$ cat config.mk
export PLATFORM = sky130hd
export DESIGN_NAME = id_ex_stage
export DESIGN_NICKNAME = d
export VERILOG_FILES = /design/src/rtl/id_ex_stage.sv
export SDC_FILE = /design/constraint.sdc
export NUM_CORES = 1
export LEC_CHECK = 0
export ABC_AREA = 0
export CAP_MARGIN = 25
export CORE_MARGIN = 5
export CORE_UTILIZATION = 44
export CTS_BUF_LIST = sky130_fd_sc_hd__clkbuf_16
export DETAILED_ROUTE_END_ITERATION = 10
export GPL_TIMING_DRIVEN = 0
export PLACE_DENSITY = 0.91
export SYNTH_ARGS = -nofsm -noshare
export SYNTH_HDL_FRONTEND = slang
export SYNTH_SLANG_ARGS = --single-unit
$ cat constraint.sdc
create_clock -name clk -period 10.3 [get_ports clk]
set_clock_uncertainty 0.05 [all_clocks]
set_input_delay 2.06 -clock clk [delete_from_list [all_inputs] [get_ports clk]]
set_output_delay 2.06 -clock clk [all_outputs]
set_load 0.05 [all_outputs]
$ cat src/rtl/id_ex_stage.sv
// ID/EX pipeline register with load-use bubble insertion, flush squash and global hold.
// Latency 1 cycle; stall_o is combinational and holds PC/IF-ID for exactly one cycle per load-use hazard.
module id_ex_stage #(
    parameter int DATA_W = 32,
    parameter int CNT_W  = 16
) (
    input  logic              clk,
    input  logic              rst,
    input  logic [3:0]        ex_i,
    input  logic [3:0]        m_i,
    input  logic [1:0]        wb_i,
    input  logic [DATA_W-1:0] rd1_i,
    input  logic [DATA_W-1:0] rd2_i,
    input  logic [DATA_W-1:0] imm_i,
    input  logic [DATA_W-1:0] pc4_i,
    input  logic [4:0]        rs_i,
    input  logic [4:0]        rt_i,
    input  logic [4:0]        rd_i,
    input  logic              flush_i,
    input  logic              hold_i,
    output logic [3:0]        ex_o,
    output logic [3:0]        m_o,
    output logic [1:0]        wb_o,
    output logic [DATA_W-1:0] rd1_o,
    output logic [DATA_W-1:0] rd2_o,
    output logic [DATA_W-1:0] imm_o,
    output logic [DATA_W-1:0] pc4_o,
    output logic [4:0]        rs_o,
    output logic [4:0]        rt_o,
    output logic [4:0]        rd_o,
    output logic              valid_o,
    output logic              stall_o,
    output logic [CNT_W-1:0]  bubbles_o
);

    logic [3:0]        r_ex;
    logic [3:0]        r_m;
    logic [1:0]        r_wb;
    logic [DATA_W-1:0] r_rd1;
    logic [DATA_W-1:0] r_rd2;
    logic [DATA_W-1:0] r_imm;
    logic [DATA_W-1:0] r_pc4;
    logic [4:0]        r_rs;
    logic [4:0]        r_rt;
    logic [4:0]        r_rd;
    logic              r_valid;
    logic [CNT_W-1:0]  r_bubbles;

    logic              w_stall;
    logic              w_bubble;
    logic [CNT_W-1:0]  w_bubbles_inc;

    // Load in EX whose destination is read by the decode instruction; $zero never hazards.
    assign w_stall = r_m[2] & r_valid & (r_rt != 5'd0) &
                     ((r_rt == rs_i) | (r_rt == rt_i)) & ~flush_i & ~hold_i;

    assign w_bubble      = flush_i | w_stall;
    assign w_bubbles_inc = (r_bubbles == {CNT_W{1'b1}}) ? r_bubbles : r_bubbles + 1'b1;

    always_ff @(posedge clk or posedge rst) begin
        if (rst) begin
            r_ex      <= '0;
            r_m       <= '0;
            r_wb      <= '0;
            r_rd1     <= '0;
            r_rd2     <= '0;
            r_imm     <= '0;
            r_pc4     <= '0;
            r_rs      <= '0;
            r_rt      <= '0;
            r_rd      <= '0;
            r_valid   <= 1'b0;
            r_bubbles <= '0;
        end else if (flush_i || !hold_i) begin
            r_rd1 <= rd1_i;
            r_rd2 <= rd2_i;
            r_imm <= imm_i;
            r_pc4 <= pc4_i;
            r_rs  <= rs_i;
            r_rt  <= rt_i;
            r_rd  <= rd_i;
            if (w_bubble) begin
                r_ex      <= '0;
                r_m       <= '0;
                r_wb      <= '0;
                r_valid   <= 1'b0;
                r_bubbles <= w_bubbles_inc;
            end else begin
                r_ex    <= ex_i;
                r_m     <= m_i;
                r_wb    <= wb_i;
                r_valid <= 1'b1;
            end
        end
    end

    assign ex_o      = r_ex;
    assign m_o       = r_m;
    assign wb_o      = r_wb;
    assign rd1_o     = r_rd1;
    assign rd2_o     = r_rd2;
    assign imm_o     = r_imm;
    assign pc4_o     = r_pc4;
    assign rs_o      = r_rs;
    assign rt_o      = r_rt;
    assign rd_o      = r_rd;
    assign valid_o   = r_valid;
    assign stall_o   = w_stall;
    assign bubbles_o = r_bubbles;

endmodule

# Word level (Yosys, flattened, before mapping)

Cells that the tools add are included.

Memory bits (read-only): 0
Bits in writable memories: 0
Memories kept: 0
Input port bits: 157
Bits in latches: 0
Bits in registers: 170

Magnitude comparators: 0
Reductions and logical operators: 4
$mul: 0
Equality and inequality tests: 3
Multiplexer cells: 4
Add/subtract/negate cells: 1
Shift-type cells: 0
Div/mod/pow operators: 0
Bitwise gates (word level): 10

Operators by type and width:

| cell                    | number |
|---|---|
| $add A16 B1 Y16 const B | 1 |
| $eq A16 B16 Y1 const B  | 1 |
| $eq A5 B5 Y1            | 2 |
| $mux W4                 | 2 |
| $and A1 B1 Y1           | 5 |
| $reduce_bool A5 Y1      | 1 |
| $not A1 Y1              | 3 |
| $reduce_and A3 Y1       | 1 |
| $mux W2                 | 1 |
| $or A1 B1 Y1            | 2 |
| $logic_not A1 Y1        | 1 |
| $logic_or A1 B1 Y1      | 1 |
| $mux W1                 | 1 |

# Longest topological paths before layout

Gate-level depths: netlist of run 1.

Word-level depth: 7
Mapped depth: 7
Depth with buffers taken out: 6

# Worst setup path after synthesis of run 1

Ideal clock, no wire load.

Path type: input-to-output
Start: input rs_i[4]
End: output stall_o
Data arrival time: 3.181 ns
Setup slack: 5.009 ns
Stages on the path: 6
Cells stage by stage: xnor2_1 nand3_1 o22ai_1 nand2_1 buf_2 inv_1

Cells in the longest elaborated chain, start to end: 5

RTL lines:

| element                    | line | RTL |
|---|---|---|
| start: declaration         | 16   | `input logic [4:0] rs_i,` |
| $eq A5 B5 Y1               | 55   | `((r_rt == rs_i) \| (r_rt == rt_i)) & ~flush_i & ~hold_i;` |
| $or A1 B1 Y1               | 55   |  |
| $and A1 B1 Y1              | 54   | `assign w_stall = r_m[2] & r_valid & (r_rt != 5'd0) &` |
| $and A1 B1 Y1 (2 in a row) | 55   |  |
| end: declaration           | 32   | `output logic stall_o,` |

Every way passes these cells.

# Worst setup path after layout of run 1

Same ends and word-level chain as after synthesis.

==> flow_summary.yaml, run 1 <==
yosys:
  syn_nets: 604
  synth-main-ff-cell: "dfrtp_1"
  synth_area_um2: 6770
  syn-instance-count: 446
  synth.top_cell.area_share_pct: 62.9
  ys_async_sr_fraction_pct: 100
  synth.most_common_cell: "dfrtp_1"
  yosys-top-cells-count: "dfrtp_1 (170), mux2_2 (143), nand2_1 (19)"
  synth_edf_count: 0
  ys_seq_area_share_pct: 62.9
  ys_warn_count: 0
  yosys.area.top_type: "dfrtp_1"
  synth_area_leaders: "dfrtp_1 (63%), mux2_2 (24%), xnor2_1 (1.4%), xor2_1 (1.3%), nand3b_1 (1.1%)"
  yosysUniqueCellTypes: 37
  synth-seq-cells: 170
  postSynthAreaPerCell_um2: 15.2
global_route:
  grt_max_degree: 95
  grt_overflow: 0
  antenna_found_initial: 0
  grt_util_all_layers_pct: 21.4
  grt_pass1_wl_um: 30100
  grt_pass1_vias: 5631
critical_path:
  path_max_fanout: 10
  crit_arrival_ns: 4.41
  crit_path_frequent_cell: "clkdlybuf4s50_1"
  critPathLaunch: "rs_i[4]"
  cp-end-kind: "output pin"
  cp_num_buf_inv: 4
  crit_chain: "clkdlybuf4s50_1 > xnor2_1 > nand3_1 > o22ai_1 > nand2_1 > buf_2 > inv_1 > clkdlybuf4s50_1"
  crit-reg2reg-launch: "rt_o[1]"
  crit_type: "primary input to output pin"
  critPathLaunchType: "primary input"
  crit_family: "buffers and inverters"
  required_ns: 8.19
  max_stage_delay_ns: 0.79
  crit_slowest_cell: "clkdlybuf4s50_1"
floorplanning:
  design.core.area_um2: 15100
  die_area_um2: 18000
  die_h_um: 134
  io_pins: 328
  die_width_um: 134
  initial_utilization_pct: 44.7
  num_rows: 45
timing:
  grt_setup_unrepaired: "false"
  tightest_slew_ns: 0.615
  final.period_utilization_pct: 63.3
  setup_viol: 0
  finalHoldViolations: 0
  tns_ns: 0
  fmax_mhz: 153
  finalMaxSlewViolations: 0
  relSlewSlack_pct: 58.9
  period_minus_slack_ns: 6.52
cells_and_area:
  register_area_um2: 4250
  finalNonFillerCells: 994
  multiInputGateArea_um2: 2400
  antenna_cells: 0
  nNetsFinal: 951
  syn2layout_area_growth_pct: 60.5
  drive_above_1_share_pct: 24.2
  n_fill_cell: 987
  utilization_pct: 71.7
route:
  ant_nets: 0
  routedWlPerCell_um: 19.1
  routed_via_density: 5.00
  drc: 0
  drt_iter0_drc: 165
  dr_total_vias: 4967
  firstDrtPassIters: 4
  wl_um: 19000
clock_tree:
  clock_path_buffers: 2
  clkTransAtPathRegs_ns: 0.06
  postCtsSetupRepairBufs: 0
  cts-root-buf: "clkbuf_16"
  cts_tree: "done"
  cts_hold_buf: 0
  clock_latency_ns: 0.42
  cts_resized: 0
  clock_sinks: 170
  cts_buffers: 17
  htreeDepth: 4
pwr:
  p_per_area_nw_per_um2: 178
  p_int_mw: 1.29
  switching_share_pct: 33.5
  seqPwrFrac_pct: 40.3
  p_sw_mw: 0.649
  clock_power_share_pct: 30.9
  combPwrFrac_pct: 28.9
  p_leak_nw: 4.48
  peakVddDrop_v: 0.000103
placement:
  dpl.hpwl_um: 14700
  place_congestion: 0.794
  dpl.cell_count: 962
  port_buffers: 327
hold_path:
  hold_path.startpoint: "rd2_o[25]"
  hp-class: "flop to flop"
job:
  maxCapViolations: 0
status:
  outcome: "completed"
-- worst register-to-register path: cells and delay by family (launching register included) --
kind	cells	cell delay (ns)
AOI/OAI and AO/OA	1	0.28
xor gates and xnor gates	1	0.16
buffers and inverters	1	0.22
DFF	1	0.44
and+or+nand+nor	4	0.84
-- placed cells by master (no fill, tap or decap), types with 2 or more instances in the layout --
cell	Yosys	final
nand4_1	3	3
clkinv_2	0	3
clkbuf_16	0	17
inv_6	0	2
nor2_1	3	3
nor3_1	4	4
buf_1	7	7
clkinv_4	0	2
clkbuf_1	5	5
xor2_1	10	10
inv_8	0	2
nand3_1	7	7
dfrtp_1	170	170
o21ai_0	2	2
nor3b_2	2	2
clkinv_1	0	2
nand2_1	19	19
and3_1	2	2
nor4b_2	2	2
mux2_1	4	4
nand3b_1	10	10
clkdlybuf4s50_1	0	327
clkinvlp_4	0	3
inv_1	4	4
nor4_2	2	2
buf_2	8	8
nand2b_1	3	3
mux2_2	143	143
xnor2_1	11	11
a21oi_1	10	10
-- registers in the layout (all words and copies together), names as in the netlist --
signal	count
bubbles_o	16
ex_o	4
imm_o	32
m_o	4
pc4_o	32
rd1_o	32
rd2_o	32
rd_o	5
rs_o	5
rt_o	5
valid_o	1
wb_o	2
-- routing by layer --
layer  vias up  share of wire [%]  GRT usage, %
li1       2265                  -             -
met1      2452                 36          22.9
met2       219                 52          37.8
met3        31                9.8          9.19
met4         0                2.4          7.69
met5         -                  0             0
-- final timing paths --
path                                 to  cells after the start  slack (ns)
min reg2reg                   rd2_o[25]                      1        0.45
max                             stall_o                      8        3.78
max reg2reg                bubbles_o[3]                      7        8.19
min in group asynchronous     rd2_o[21]                      2        2.04
min                           rd2_o[25]                      1        0.45
max in group asynchronous     pc4_o[20]                      3        7.34
-- final cells by class --
type	count	area share, %
Clock buffer	17	3.92
Inverter	4	0.207
Multi-Input combinational cell	251	22.1
Timing Repair Buffer	328	30.4
Sequential cell	170	39.2
Tap cell	188	2.17
Clock inverter	15	1.15
Buffer	21	0.887
-- through the flow --
| stage | area (um^2) | worst slack (ns) | power (mW) | hold WS [ns] |
|---|---|---|---|---|
| finish | 10900 | 3.78 | 1.93 | 0.452 |
| global route | 10900 | 3.68 | 2.02 | 0.467 |
| CTS | 10900 | 3.79 | 1.96 | 0.454 |
| detailed placement | 10300 | 3.79 | 1.35 | 0.438 |
| global placement | 10300 | 1.78 | 1.34 | 0.426 |
| floorplan | 6770 | 3.59 | 1.11 | 0.713 |
-- cells by family (layout without fill, tap and decap cells) --
logic type	count (synthesis)	in the layout	share of synthesized area, %
mux	147	147	24.5
simple gates	65	65	6.56
xor+xnor	21	21	2.72
compound gates	17	17	1.57
buf+inv	25	385	1.65
flops	170	170	62.9
fa+ha+maj	1	1	0.185
-- power groups by stage --
stage                     Sequential [mW]  Combinational (mW)  Clock, mW
after floorplan                      1.01               0.106          0
after global placement              0.785               0.553          0
after detailed placement            0.791               0.563          0
after CTS                           0.780               0.565      0.613
after global routing                0.789               0.585      0.642
final                               0.779               0.558      0.597
Note: power is estimated with default switching activity, not from simulation.
==> inputs of run 2 (changes only) <==
--- a/config.mk
+++ b/config.mk
@@ -8,11 +8,11 @@
 export ABC_AREA = 0
 export CAP_MARGIN = 25
 export CORE_MARGIN = 5
-export CORE_UTILIZATION = 44
+export CORE_UTILIZATION = 41
 export CTS_BUF_LIST = sky130_fd_sc_hd__clkbuf_16
 export DETAILED_ROUTE_END_ITERATION = 10
 export GPL_TIMING_DRIVEN = 0
-export PLACE_DENSITY = 0.91
+export PLACE_DENSITY = 0.86
 export SYNTH_ARGS = -nofsm -noshare
 export SYNTH_HDL_FRONTEND = slang
 export SYNTH_SLANG_ARGS = --single-unit
==> constraint.sdc (replaced) <==
create_clock -name clk -period 6.8 [get_ports clk]
set_clock_uncertainty 0.05 [all_clocks]
set_input_delay 1.36 -clock clk [delete_from_list [all_inputs] [get_ports clk]]
set_output_delay 1.36 -clock clk [all_outputs]
set_load 0.05 [all_outputs]
==> flow_summary.yaml, run 2 (synthesis results as in run 1) <==
status:
  outcome: "completed"
timing:
  tns_ns: 0
  final.period_utilization_pct: 75.2
  period_minus_slack_ns: 5.12
  grt_setup_unrepaired: "false"
  setup_viol: 0
  timing.hold.ws_ns: 0.448
  finalHoldViolations: 0
  relSlewSlack_pct: 55.7
  tightest_slew_ns: 0.665
  finalMaxSlewViolations: 0
  fmax_mhz: 195
placement:
  place_congestion: 0.788
  dpl.hpwl_um: 14300
  port_buffers: 327
pwr:
  p_per_area_nw_per_um2: 276
  peakVddDrop_v: 0.000205
  p_leak_nw: 4.51
  power_mw: 3.03
critical_path:
  cp-end-kind: "output pin"
  required_ns: 5.39
  cp_num_buf_inv: 4
  crit_type: "primary input to output pin"
  crit_arrival_ns: 3.71
  path_max_fanout: 10
  crit_path_frequent_cell: "clkdlybuf4s50_1"
  max_stage_delay_ns: 0.79
  crit_chain: "clkdlybuf4s50_1 > xnor2_1 > nand3_1 > o22ai_1 > nand2_1 > buf_2 > inv_1 > clkdlybuf4s50_1"
  r2r_cells: 7
  critPathLaunchType: "primary input"
  crit_slowest_cell: "clkdlybuf4s50_1"
  cp.depth: 8
  crit_family: "buffers and inverters"
route:
  firstDrtPassIters: 4
  wl_um: 18700
  routed_via_density: 4.80
  routedWlPerCell_um: 18.2
  drc: 0
  drt_iter0_drc: 146
  ant_nets: 0
  dr_total_vias: 4920
global_route:
  grt_util_all_layers_pct: 19.9
  grt_max_degree: 120
  grt_pass1_vias: 5435
  antenna_found_initial: 0
  grt_overflow: 0
  grt_pass1_wl_um: 30100
clock_tree:
  cts_hold_buf: 0
  htreeDepth: 4
  clock_path_buffers: 2
  clock_latency_ns: 0.42
  postCtsSetupRepairBufs: 0
  cts_buffers: 17
  cts-root-buf: "clkbuf_16"
  cts_resized: 0
  clock_sinks: 170
  clkTransAtPathRegs_ns: 0.06
  cts_tree: "done"
cells_and_area:
  nNetsFinal: 951
  multiInputGateArea_um2: 2400
  n_fill_cell: 1211
  register_area_um2: 4250
  utilization_pct: 66.8
  syn2layout_area_growth_pct: 62.0
  drive_above_1_share_pct: 24.4
  mostFrequentLayoutCell: "clkdlybuf4s50_1"
  antenna_cells: 0
  mostFrequentLayoutCells: "clkdlybuf4s50_1 (327), dfrtp_1 (170), mux2_2 (143), nand2_1 (19), clkbuf_16 (17)"
floorplanning:
  design.core.area_um2: 16400
  die_area_um2: 19200
  die_h_um: 138
  io_pins: 328
  num_rows: 47
  die_width_um: 138
  initial_utilization_pct: 41.2
job:
  maxCapViolations: 0
hold_path:
  hp-class: "flop to flop"
  whs_path_depth: 1
==> run 2: cell count changes in the layout (fill, tap and decap cells not counted) <==
cell,delta
clkinv_2,-2
clkinv_1,-2
inv_8,+2
bufinv_16,+2
==> run 2: path summary, 6_finish.rpt <==
kind                       slack, ns             to           from
max                             1.68        stall_o        rs_i[0]
min                             0.45  bubbles_o[11]  bubbles_o[11]
max reg2reg                     4.70   bubbles_o[3]        rt_o[1]
min reg2reg                     0.45  bubbles_o[11]  bubbles_o[11]
max in group asynchronous       4.43      imm_o[28]            rst
min in group asynchronous       1.31      rd1_o[31]            rst
==> run 2: through the flow <==
stage / setup slack [ns] / instances / instance area (um^2)
2_1_floorplan: 0.787 / 446 / 6770
3_3_place_gp: -1.60 / 993 / 10300
3_5_place_dp: 1.69 / 994 / 10400
4_1_cts: 1.67 / 1026 / 11000
5_1_grt: 1.55 / 1026 / 11000
6_report: 1.68 / 1026 / 11000
==> run 2: power breakdown <==
group          total [mW]  internal (mW)  switching (mW)
sequential           1.18           1.11          0.0730
combinational       0.842          0.336           0.506
clock                1.01          0.587           0.418
total                3.03           2.03           0.998
==> run 2: cell type report <==
class,instances,area share [%]
Timing Repair Buffer,328,30.1
Clock buffer,17,3.88
Tap cell,220,2.51
Inverter,4,0.205
Sequential cell,170,38.8
Buffer,21,0.878
Clock inverter,15,1.73
Multi-Input combinational cell,251,21.9
==> run 2: per-layer routing <==
| layer | up-vias | track usage, % | wire (um) |
|---|---|---|---|
| met5 | - | 0 | 0 |
| met2 | 204 | 33.9 | 9550 |
| met3 | 29 | 8.32 | 1730 |
| li1 | 2268 | - | - |
| met1 | 2419 | 22.3 | 6940 |
| met4 | 0 | 7.49 | 469 |
==> run 2: worst reg2reg max path: stages, from the launching register on <==
cell and delay [ns]:
dfrtp_1 0.44, or4_1 0.55, nor2_1 0.13, nor4_2 0.08, a21oi_4 0.27, buf_6 0.22
nor3_1 0.08, xor2_1 0.15
